**src/rtl/id_stage.sv**
```systemverilog
// rtl/id_stage.sv - dual-issue RV32I decode stage with forwarding, stall detection and register file
module id_stage #(
  parameter int XLEN = 32,
  parameter int NREG = 32
) (
  input  logic              clk,
  input  logic              rst_n,
  input  logic [31:0]       instr1,
  input  logic [31:0]       instr2,
  input  logic [127:0]      ID_EX,
  input  logic [17:0]       EX_MEM,
  input  logic [17:0]       MEM_WB,
  input  logic [4:0]        rd1,
  input  logic [4:0]        rd2,
  input  logic [XLEN-1:0]   wb_data1,
  input  logic [XLEN-1:0]   wb_data2,
  input  logic [3:0]        wb_we1,
  input  logic [3:0]        wb_we2,
  output logic [127:0]      ID_out,
  output logic [23:0]       cntrl,
  output logic [13:0]       haz,
  output logic [4*XLEN-1:0] datas
);

  localparam logic [6:0] OP_R    = 7'b0110011;
  localparam logic [6:0] OP_I    = 7'b0010011;
  localparam logic [6:0] OP_LD   = 7'b0000011;
  localparam logic [6:0] OP_ST   = 7'b0100011;
  localparam logic [6:0] OP_BR   = 7'b1100011;
  localparam logic [6:0] OP_LUI  = 7'b0110111;
  localparam logic [6:0] OP_AUI  = 7'b0010111;
  localparam logic [6:0] OP_JAL  = 7'b1101111;
  localparam logic [6:0] OP_JALR = 7'b1100111;
  localparam logic [3:0] WB_REG  = 4'd2;

  // Raw fields plus the packed immediate fields used downstream.
  function automatic logic [63:0] f_decode(input logic [31:0] ins);
    logic [11:0] imm12;
    logic [19:0] imm20;
    case (ins[6:0])
      OP_I, OP_LD, OP_JALR: imm12 = ins[31:20];
      OP_ST:                imm12 = {ins[31:25], ins[11:7]};
      OP_BR:                imm12 = {ins[31], ins[7], ins[30:25], ins[11:8]};
      default:              imm12 = 12'd0;
    endcase
    case (ins[6:0])
      OP_LUI, OP_AUI: imm20 = ins[31:12];
      OP_JAL:         imm20 = {ins[31], ins[19:12], ins[20], ins[30:21]};
      default:        imm20 = 20'd0;
    endcase
    return {ins[6:0], ins[11:7], ins[14:12], ins[19:15], ins[24:20], ins[31:25], imm12, imm20};
  endfunction

  // {alu_src, mem_rd, mem_wr, branch, jump, alu_op[3], wb[4]}
  function automatic logic [11:0] f_ctrl(input logic [6:0] op);
    case (op)
      OP_R:           return {1'b0, 1'b0, 1'b0, 1'b0, 1'b0, 3'd1, WB_REG};
      OP_I:           return {1'b1, 1'b0, 1'b0, 1'b0, 1'b0, 3'd2, WB_REG};
      OP_LD:          return {1'b1, 1'b1, 1'b0, 1'b0, 1'b0, 3'd0, WB_REG};
      OP_ST:          return {1'b1, 1'b0, 1'b1, 1'b0, 1'b0, 3'd0, 4'd0};
      OP_BR:          return {1'b0, 1'b0, 1'b0, 1'b1, 1'b0, 3'd3, 4'd0};
      OP_LUI, OP_AUI: return {1'b1, 1'b0, 1'b0, 1'b0, 1'b0, 3'd0, WB_REG};
      OP_JAL:         return {1'b0, 1'b0, 1'b0, 1'b0, 1'b1, 3'd0, WB_REG};
      OP_JALR:        return {1'b1, 1'b0, 1'b0, 1'b0, 1'b1, 3'd0, WB_REG};
      default:        return 12'd0;
    endcase
  endfunction

  // A later-stage {rd, cntrl} entry that will write the register being read.
  function automatic logic f_match(input logic [8:0] rc, input logic [4:0] rs);
    return (rc[3:0] == WB_REG) && (rc[8:4] != 5'd0) && (rc[8:4] == rs);
  endfunction

  // Youngest producer wins: lane B of a bundle is younger than lane A.
  function automatic logic [2:0] f_fwd(input logic [4:0] rs, input logic [17:0] exm,
                                       input logic [17:0] mwb);
    if (f_match(exm[8:0], rs))       return 3'd2;
    else if (f_match(exm[17:9], rs)) return 3'd1;
    else if (f_match(mwb[8:0], rs))  return 3'd4;
    else if (f_match(mwb[17:9], rs)) return 3'd3;
    else                             return 3'd0;
  endfunction

  // Load in EX whose result is not available in time for this consumer.
  function automatic logic f_ld_hit(input logic [6:0] op, input logic [4:0] rd,
                                    input logic [4:0] rs1, input logic [4:0] rs2);
    return (op == OP_LD) && (rd != 5'd0) && ((rd == rs1) || (rd == rs2));
  endfunction

  logic [63:0] w_id_a, w_id_b;
  logic [11:0] w_ctrl_a, w_ctrl_b;
  logic        w_stall_a, w_stall_b, w_intra;
  logic        w_we1, w_we2;
  logic        w_unused_id_ex;

  assign w_id_a   = f_decode(instr1);
  assign w_id_b   = f_decode(instr2);
  assign w_ctrl_a = f_ctrl(instr1[6:0]);
  assign w_ctrl_b = f_ctrl(instr2[6:0]);
  assign ID_out   = {w_id_a, w_id_b};
  assign cntrl    = {w_ctrl_a, w_ctrl_b};

  assign w_stall_a = f_ld_hit(ID_EX[127:121], ID_EX[120:116], w_id_a[48:44], w_id_a[43:39])
                   | f_ld_hit(ID_EX[63:57],   ID_EX[56:52],   w_id_a[48:44], w_id_a[43:39]);
  assign w_intra   = (w_ctrl_a[3:0] == WB_REG) && (w_id_a[56:52] != 5'd0)
                   && ((w_id_a[56:52] == w_id_b[48:44]) || (w_id_a[56:52] == w_id_b[43:39]));
  assign w_stall_b = w_stall_a | w_intra
                   | f_ld_hit(ID_EX[127:121], ID_EX[120:116], w_id_b[48:44], w_id_b[43:39])
                   | f_ld_hit(ID_EX[63:57],   ID_EX[56:52],   w_id_b[48:44], w_id_b[43:39]);

  assign haz = {f_fwd(ID_EX[112:108], EX_MEM, MEM_WB), f_fwd(ID_EX[107:103], EX_MEM, MEM_WB),
                w_stall_a,
                f_fwd(ID_EX[48:44], EX_MEM, MEM_WB), f_fwd(ID_EX[43:39], EX_MEM, MEM_WB),
                w_stall_b};

  // funct3 / funct7 / immediates of the EX bundle play no part in hazard detection.
  assign w_unused_id_ex = ^{ID_EX[115:113], ID_EX[102:64], ID_EX[51:49], ID_EX[38:0]};

  // Port 1 wins a same-register collision, so port 2 is simply suppressed.
  assign w_we1 = (wb_we1 == WB_REG) && (rd1 != 5'd0);
  assign w_we2 = (wb_we2 == WB_REG) && (rd2 != 5'd0) && !(w_we1 && (rd1 == rd2));

  logic [XLEN-1:0] r_regs [NREG];

  // Register file write ports; reset clears every entry.
  always_ff @(posedge clk or negedge rst_n) begin
    if (!rst_n) begin
      for (int i = 0; i < NREG; i++) r_regs[i] <= '0;
    end else begin
      if (w_we1) r_regs[rd1] <= wb_data1;
      if (w_we2) r_regs[rd2] <= wb_data2;
    end
  end

  logic [4:0]      w_raddr [4];
  logic [XLEN-1:0] w_rdata [4];

  assign w_raddr[0] = w_id_a[48:44];
  assign w_raddr[1] = w_id_a[43:39];
  assign w_raddr[2] = w_id_b[48:44];
  assign w_raddr[3] = w_id_b[43:39];

  // Asynchronous reads with write-first bypass of the winning write-back data.
  always_comb begin
    for (int i = 0; i < 4; i++) begin
      w_rdata[i] = r_regs[w_raddr[i]];
      if (w_raddr[i] == 5'd0)                  w_rdata[i] = '0;
      else if (w_we1 && (rd1 == w_raddr[i]))   w_rdata[i] = wb_data1;
      else if (w_we2 && (rd2 == w_raddr[i]))   w_rdata[i] = wb_data2;
    end
  end

  assign datas = {w_rdata[0], w_rdata[1], w_rdata[2], w_rdata[3]};

endmodule

```
**config.mk**
```make
export PLATFORM = sky130hd
export DESIGN_NAME = id_stage
export DESIGN_NICKNAME = d
export VERILOG_FILES = /design/src/rtl/id_stage.sv
export SDC_FILE = /design/constraint.sdc
export NUM_CORES = 2
export LEC_CHECK = 0
export CORE_AREA = 4 4 420 422
export CTS_CLUSTER_SIZE = 10
export DETAILED_ROUTE_END_ITERATION = 12
export DIE_AREA = 0 0 424 426
export GPL_TIMING_DRIVEN = 1
export PLACE_DENSITY = 0.72
export SETUP_SLACK_MARGIN = 0.3
export SYNTH_ARGS = -nofsm -noshare
export SYNTH_HDL_FRONTEND = slang
export SYNTH_SLANG_ARGS = --single-unit
```
**constraint.sdc**
```tcl
create_clock -name clk -period 4.8 [get_ports clk]
set_input_delay 0.96 -clock clk [delete_from_list [all_inputs] [get_ports clk]]
set_output_delay 0.96 -clock clk [all_outputs]
set_load 0.005 [all_outputs]
```
# ---- Word level (Yosys, flattened, before mapping)
# Cells that the tools add are included.
dict set report op_classes {
  order_cmp 8
  n_eq_ne 62
  bitwise_logic 10
  reduce_logical 65
  mux 54
}
# operator n
set ops {}
lappend ops {{$bwmux W1024} 2}
lappend ops {{$mux W1024} 2}
lappend ops {{$mux W32} 22}
lappend ops {{$bmux W32 S5} 4}
lappend ops {{$demux W32 S5} 2}
lappend ops {{$pmux W12 S8} 2}
lappend ops {{$eq A5 B5 Y1} 35}
lappend ops {{$pmux W20 S2} 2}
lappend ops {{$pmux W12 S3} 2}
lappend ops {{$reduce_bool A5 Y1} 9}
lappend ops {{$eq A7 B6 Y1 const B} 6}
lappend ops {{$eq A7 B7 Y1 const B} 6}
lappend ops {{$logic_and A1 B1 Y1} 42}
lappend ops {{$ge A6 B6 Y1 const B} 6}
lappend ops {{$mux W3} 12}
lappend ops {{$not A5 Y6} 6}
lappend ops {{$eq A4 B2 Y1 const B} 7}
lappend ops {{$eq A7 B2 Y1 const B} 4}
lappend ops {{$eq A7 B5 Y1 const B} 4}
lappend ops {{$logic_not A5 Y1} 4}
lappend ops {{$lt A6 B1 Y1 const B} 2}
lappend ops {{$mux W2} 4}
lappend ops {{$reduce_or A3 Y1} 2}
lappend ops {{$logic_or A1 B1 Y1} 5}
lappend ops {{3 further kinds} 7}
dict set report totals {
  elab_cells 231
  input_bits 312
  output_inout_bits 294
  ff_bits 1024
}

# ---- Longest topological paths before layout
dict set report depth {
  word_depth 9
  depth_mapped 11
  ltp_nobuf 6
}

# ---- Worst setup path before layout
# No wires, ideal clock.
dict set report synth_path {
  path_type {in2out}
  from {in instr1[20]}
  to {out datas[69]}
  n_path_buf 4
  t_required_ps 3840
  arrival_time_ps 3355
  slack_ps 485
  cell_stages 8
  path_cell_list {buf_2 > buf_2 > buf_2 > buf_1 > mux4_2 > a211oi_1 > nor3_1 > a221o_1}
}
dict set report synth_between {
  elab_chain_len 7
  elab_cells_between_ends 12
  cone_classes {eq/ne (2); mux (6); bitwise (1); reduce/logical (3)}
}
# item line_no
set synth_lines {}
lappend synth_lines {{start, declared} 8} ;# input logic [31:0] instr1,
lappend synth_lines {{$not A5 Y6 (implied by the code)} 146} ;# w_rdata[i] = r_regs[w_raddr[i]];
lappend synth_lines {{$bmux W32 S5} 146}
lappend synth_lines {{$mux W32 (implied by the code) (2 in a row)} 146}
lappend synth_lines {{$mux W32} 149} ;# else if (w_we2 && (rd2 == w_raddr[i])) w_rdata[i] = wb_data2;
lappend synth_lines {{$mux W32} 148} ;# else if (w_we1 && (rd1 == w_raddr[i])) w_rdata[i] = wb_data1;
lappend synth_lines {{$mux W32 (*)} 147} ;# if (w_raddr[i] == 5'd0) w_rdata[i] = '0;
lappend synth_lines {{end, declared} 22} ;# output logic [4*XLEN-1:0] datas
# Every way passes the cells marked *; elsewhere a longest branch is shown, timed or not. The select of a mux whose other input is x is not followed.

# ---- Worst setup path in the final report
dict set report layout_path {
  from {in wb_we1[0]}
  to {out datas[51]}
}
dict set report layout_between {
  elab_chain_len 9
  elab_cells_between_ends 10
  cone_classes {eq/ne (1); mux (3); reduce/logical (6)}
}
# item line_no
set layout_lines {}
lappend layout_lines {{start, declared} 17} ;# input logic [3:0] wb_we1,
lappend layout_lines {{$eq A4 B2 Y1 (*)} 120} ;# assign w_we1 = (wb_we1 == WB_REG) && (rd1 != 5'd0);
lappend layout_lines {{$logic_and A1 B1 Y1 (*)} 120}
lappend layout_lines {{$logic_and A1 B1 Y1} 121} ;# assign w_we2 = (wb_we2 == WB_REG) && (rd2 != 5'd0) && !(w_we1 && (rd1 == rd2));
lappend layout_lines {{$logic_not A1 Y1} 121}
lappend layout_lines {{$logic_and A1 B1 Y1} 121}
lappend layout_lines {{$logic_and A1 B1 Y1} 149}
lappend layout_lines {{$mux W32} 149}
lappend layout_lines {{$mux W32 (*)} 148}
lappend layout_lines {{$mux W32 (*)} 147}
# Every way passes the cells marked *; elsewhere a longest branch is shown, timed or not.

==> flow_summary.yaml <==
status:
  status: "finished with violations"
  violations: "design-rule violations, negative setup slack"
sta:
  max_clock_freq_ghz: 0.207
  slew_headroom: 0.110
  setup_viol: 3
  final-max-slew-violation-count: 0
  rsz0062_at_grt: "yes"
  period_needed_ps: 4830
  fin_ws_ps: -25.3
  tightest_slew_ps: 1340
  hold_violations: 0
  fin_crit_sh: 1.01
  clock_skew_ps: 0
critical_path:
  start_kind: "primary input"
  worst_setup_path_end_kind: "primary output"
  slowest_stage: "or4b_4"
  r2r-end: "r_regs[831]"
  critPathTopFamily: "buffers and inverters"
  reg2reg_depth: 2
  cp_max_fo: 6
  cp_num_cells: 14
  critPathKind: "in -> out"
  path_cells: "buf_6 -> or4b_4 -> buf_8 -> nor4b_4 -> buf_4 -> buf_6 -> buf_6 -> a211oi_4 -> nor3_4 -> buf_12 -> buf_12 -> a222oi_1 -> nand2_1 -> clkdlybuf4s50_1"
  crit_buf_inv: 8
  cp.arrival_ps: 3870
  crit_end: "datas[51]"
  r2r-start: "r_regs[831]"
  crit_start: "wb_we1[0]"
  r2r_setup_slack_ps: 3860
  required_ps: 3840
  path_common_cell: "buf_6"
  cpPeakStageDelay_ps: 560
die:
  chipWidth_um: 424
  std_cell_rows: 153
  die_y_um: 426
  pin_count: 606
  initial_utilization: 0.497
  coreArea_mm2: 0.173
  die_area_mm2: 0.181
power_and_ir_drop:
  ir_worst_vdd_uv: 444
  power_density_mw_per_mm2: 281
  p_leak_nw: 46.3
synth:
  synth_edf_count: 0
  synthesis.area_mm2: 0.0860
  synth_ff_type: "dfrtp_1"
  ys_ff_latch: 1024
  async_reset_ff_frac: 1.00
  avgSynthCellArea_um2: 9.38
  synth.distinct_cells: 66
  synth-warning-count: 0
  synth_cells: 9174
  seq_area_frac_synth: 0.298
finish:
  fin_cells: 12000
  multi_input_area_mm2: 0.0572
  reg.largest.list: "r_regs x1024"
  syn2layout_area_growth_pct: 22.8
  final_common_cell: "mux2i_1"
  mostFrequentLayoutCells: "2049 x mux2i_1, 1040 x nor2_1, 1024 x dfrtp_1"
  regMostFlops: "r_regs"
  fin_nets: 9867
  seqCellArea_mm2: 0.0256
  fill_cells: 14400
  largest_register_ffs: 1024
  drive_gt1_frac: 0.208
global_routing:
  grt_pass1_vias: 85200
  grt_overflow: 0
  antenna_found_initial: 34
  grt_max_degree: 117
  grt.total_usage: 0.512
  grt_pass1_wl_um: 661000
clocking:
  cts_buffer_depth: 3
  clk_pin_slew_ps: 60
  cts-root-buf: "clkbuf_16"
  clock_latency_ps: 850
  numCtsBuffers: 133
  cts_hold_buffers: 0
  htreeDepth: 4
  cts_tree: "done"
  cts_num_sinks: 1024
placed_design:
  io_buffers: 513
  pre_cts_ws_ps: -732
  dp.cells: 11600
  hpwlAfterDp_um: 304000
  place.gp.congestion: 1.05
routing:
  drt_iter0_drc: 18100
  via_count: 91900
  finalWirelength_um: 483000
  wl_per_cell_um: 40.2
  first_pass_iters: 13
  drtAntennaViolNets: 0
  via_per_inst: 7.66
  drc: 1
job:
  max-cap-violations: 0
hold_path:
  min_path_type: "in -> async"
==> worst min-delay path by stage <==
stage | to | slack, ps | startpoint | cells after the start
after floorplan | r_regs[1000] | 480 | r_regs[1000] | 1
after global routing | r_regs[102] | 200 | rst_n | 1
after CTS | r_regs[102] | 200 | rst_n | 1
after detailed placement | r_regs[1001] | 430 | r_regs[1001] | 0
final | r_regs[6] | 190 | rst_n | 1
after global placement | r_regs[1007] | 420 | r_regs[1007] | 0
==> through the flow <==
| stage | power, W | TNS (ps) | util | hold WS (ps) | instance area [um2] |
|---|---|---|---|---|---|
| after detailed placement | 0.0190 | -53380 | 0.572 | 429 | 99000 |
| after CTS | 0.0289 | 0 | 0.603 | 201 | 104000 |
| after global routing | 0.0303 | -73.0 | 0.610 | 202 | 106000 |
| after floorplan | 0.0156 | 0 | - | 478 | 86000 |
| final | 0.0297 | -49.3 | 0.610 | 185 | 106000 |
| after global placement | 0.0188 | -51590 | 0.572 | 420 | 99000 |
==> Yosys cell counts (11+ instances only) <==
| cell | n | share of area |
|---|---|---|
| a31oi_1 | 242 | 0.018 |
| buf_1 | 182 | 0.0079 |
| xor2_1 | 83 | 0.0085 |
| a222oi_1 | 31 | 0.0036 |
| buf_2 | 101 | 0.0059 |
| o21ai_0 | 22 | 0.0013 |
| a211oi_1 | 35 | 0.0031 |
| and3_1 | 29 | 0.0021 |
| nor2b_1 | 49 | 0.0036 |
| xnor2_1 | 95 | 0.0097 |
| a221o_1 | 98 | 0.011 |
| nand2_1 | 424 | 0.019 |
| a22oi_1 | 395 | 0.034 |
| nor3_1 | 79 | 0.0046 |
| nand2b_1 | 17 | 0.0012 |
| o22ai_1 | 122 | 0.0089 |
| clkbuf_1 | 871 | 0.038 |
| nand4_1 | 42 | 0.0031 |
| a21oi_1 | 990 | 0.058 |
| mux2i_1 | 2049 | 0.24 |
| nor2_1 | 1067 | 0.047 |
| dfrtp_1 | 1024 | 0.30 |
| nand3_1 | 306 | 0.018 |
| or2_2 | 11 | 0.00080 |
| mux4_2 | 483 | 0.13 |
| buf_4 | 75 | 0.0065 |
| a311o_1 | 25 | 0.0029 |
| nor4_1 | 27 | 0.0020 |
| a22o_1 | 80 | 0.0081 |
==> power by group <==
part / leakage [nW] / internal (W) / switching (W)
Combinational: 30.5 / 0.00390 / 0.00448
Clock: 2.06 / 0.00570 / 0.00442
Sequential: 13.8 / 0.00966 / 0.00151
==> logic make-up after synthesis <==
logic type / count (synthesis) / share of synthesized area
AOI/OAI and AO/OA: 2093 / 0.154
xor gates and xnor gates: 178 / 0.0181
buffers and inverters: 1238 / 0.0589
DFF: 1024 / 0.298
muxes: 2537 / 0.366
other: 1 / 0.0000436
and+or+nand+nor: 2103 / 0.105
==> worst reg2reg max path, delay by kind of cell (launching register included) <==
kind	cells	cell delay, ps
mux	1	230
flops	1	440
compound gates	1	130
==> repair_timing <==
item,in CTS,in global routing
pin swaps,49,33
gates cloned,8,7
setup endpoints to repair,131,142
hold endpoints to repair,0,0
resized for setup,387,354
buffers inserted,47,43
==> cell type report <==
| type | count | area share |
|---|---|---|
| Antenna cell | 40 | 0.000948 |
| Clock buffer | 194 | 0.0366 |
| Clock inverter | 27 | 0.00325 |
| Inverter | 8 | 0.000284 |
| Multi-Input combinational cell | 6919 | 0.541 |
| Sequential cell | 1024 | 0.243 |
| Tap cell | 2325 | 0.0275 |
| Timing Repair Buffer | 1469 | 0.147 |
==> layer usage <==
layer	track usage	wire, um	share of wire	vias to the layer above
li1	-	-	-	35100
met1	0.574	152000	0.31	43500
met2	0.680	185000	0.38	10100
met3	0.275	84400	0.17	3273
met4	0.491	60900	0.13	16
met5	0.0167	419	0.00087	-
(Power assumes the default switching activity.)
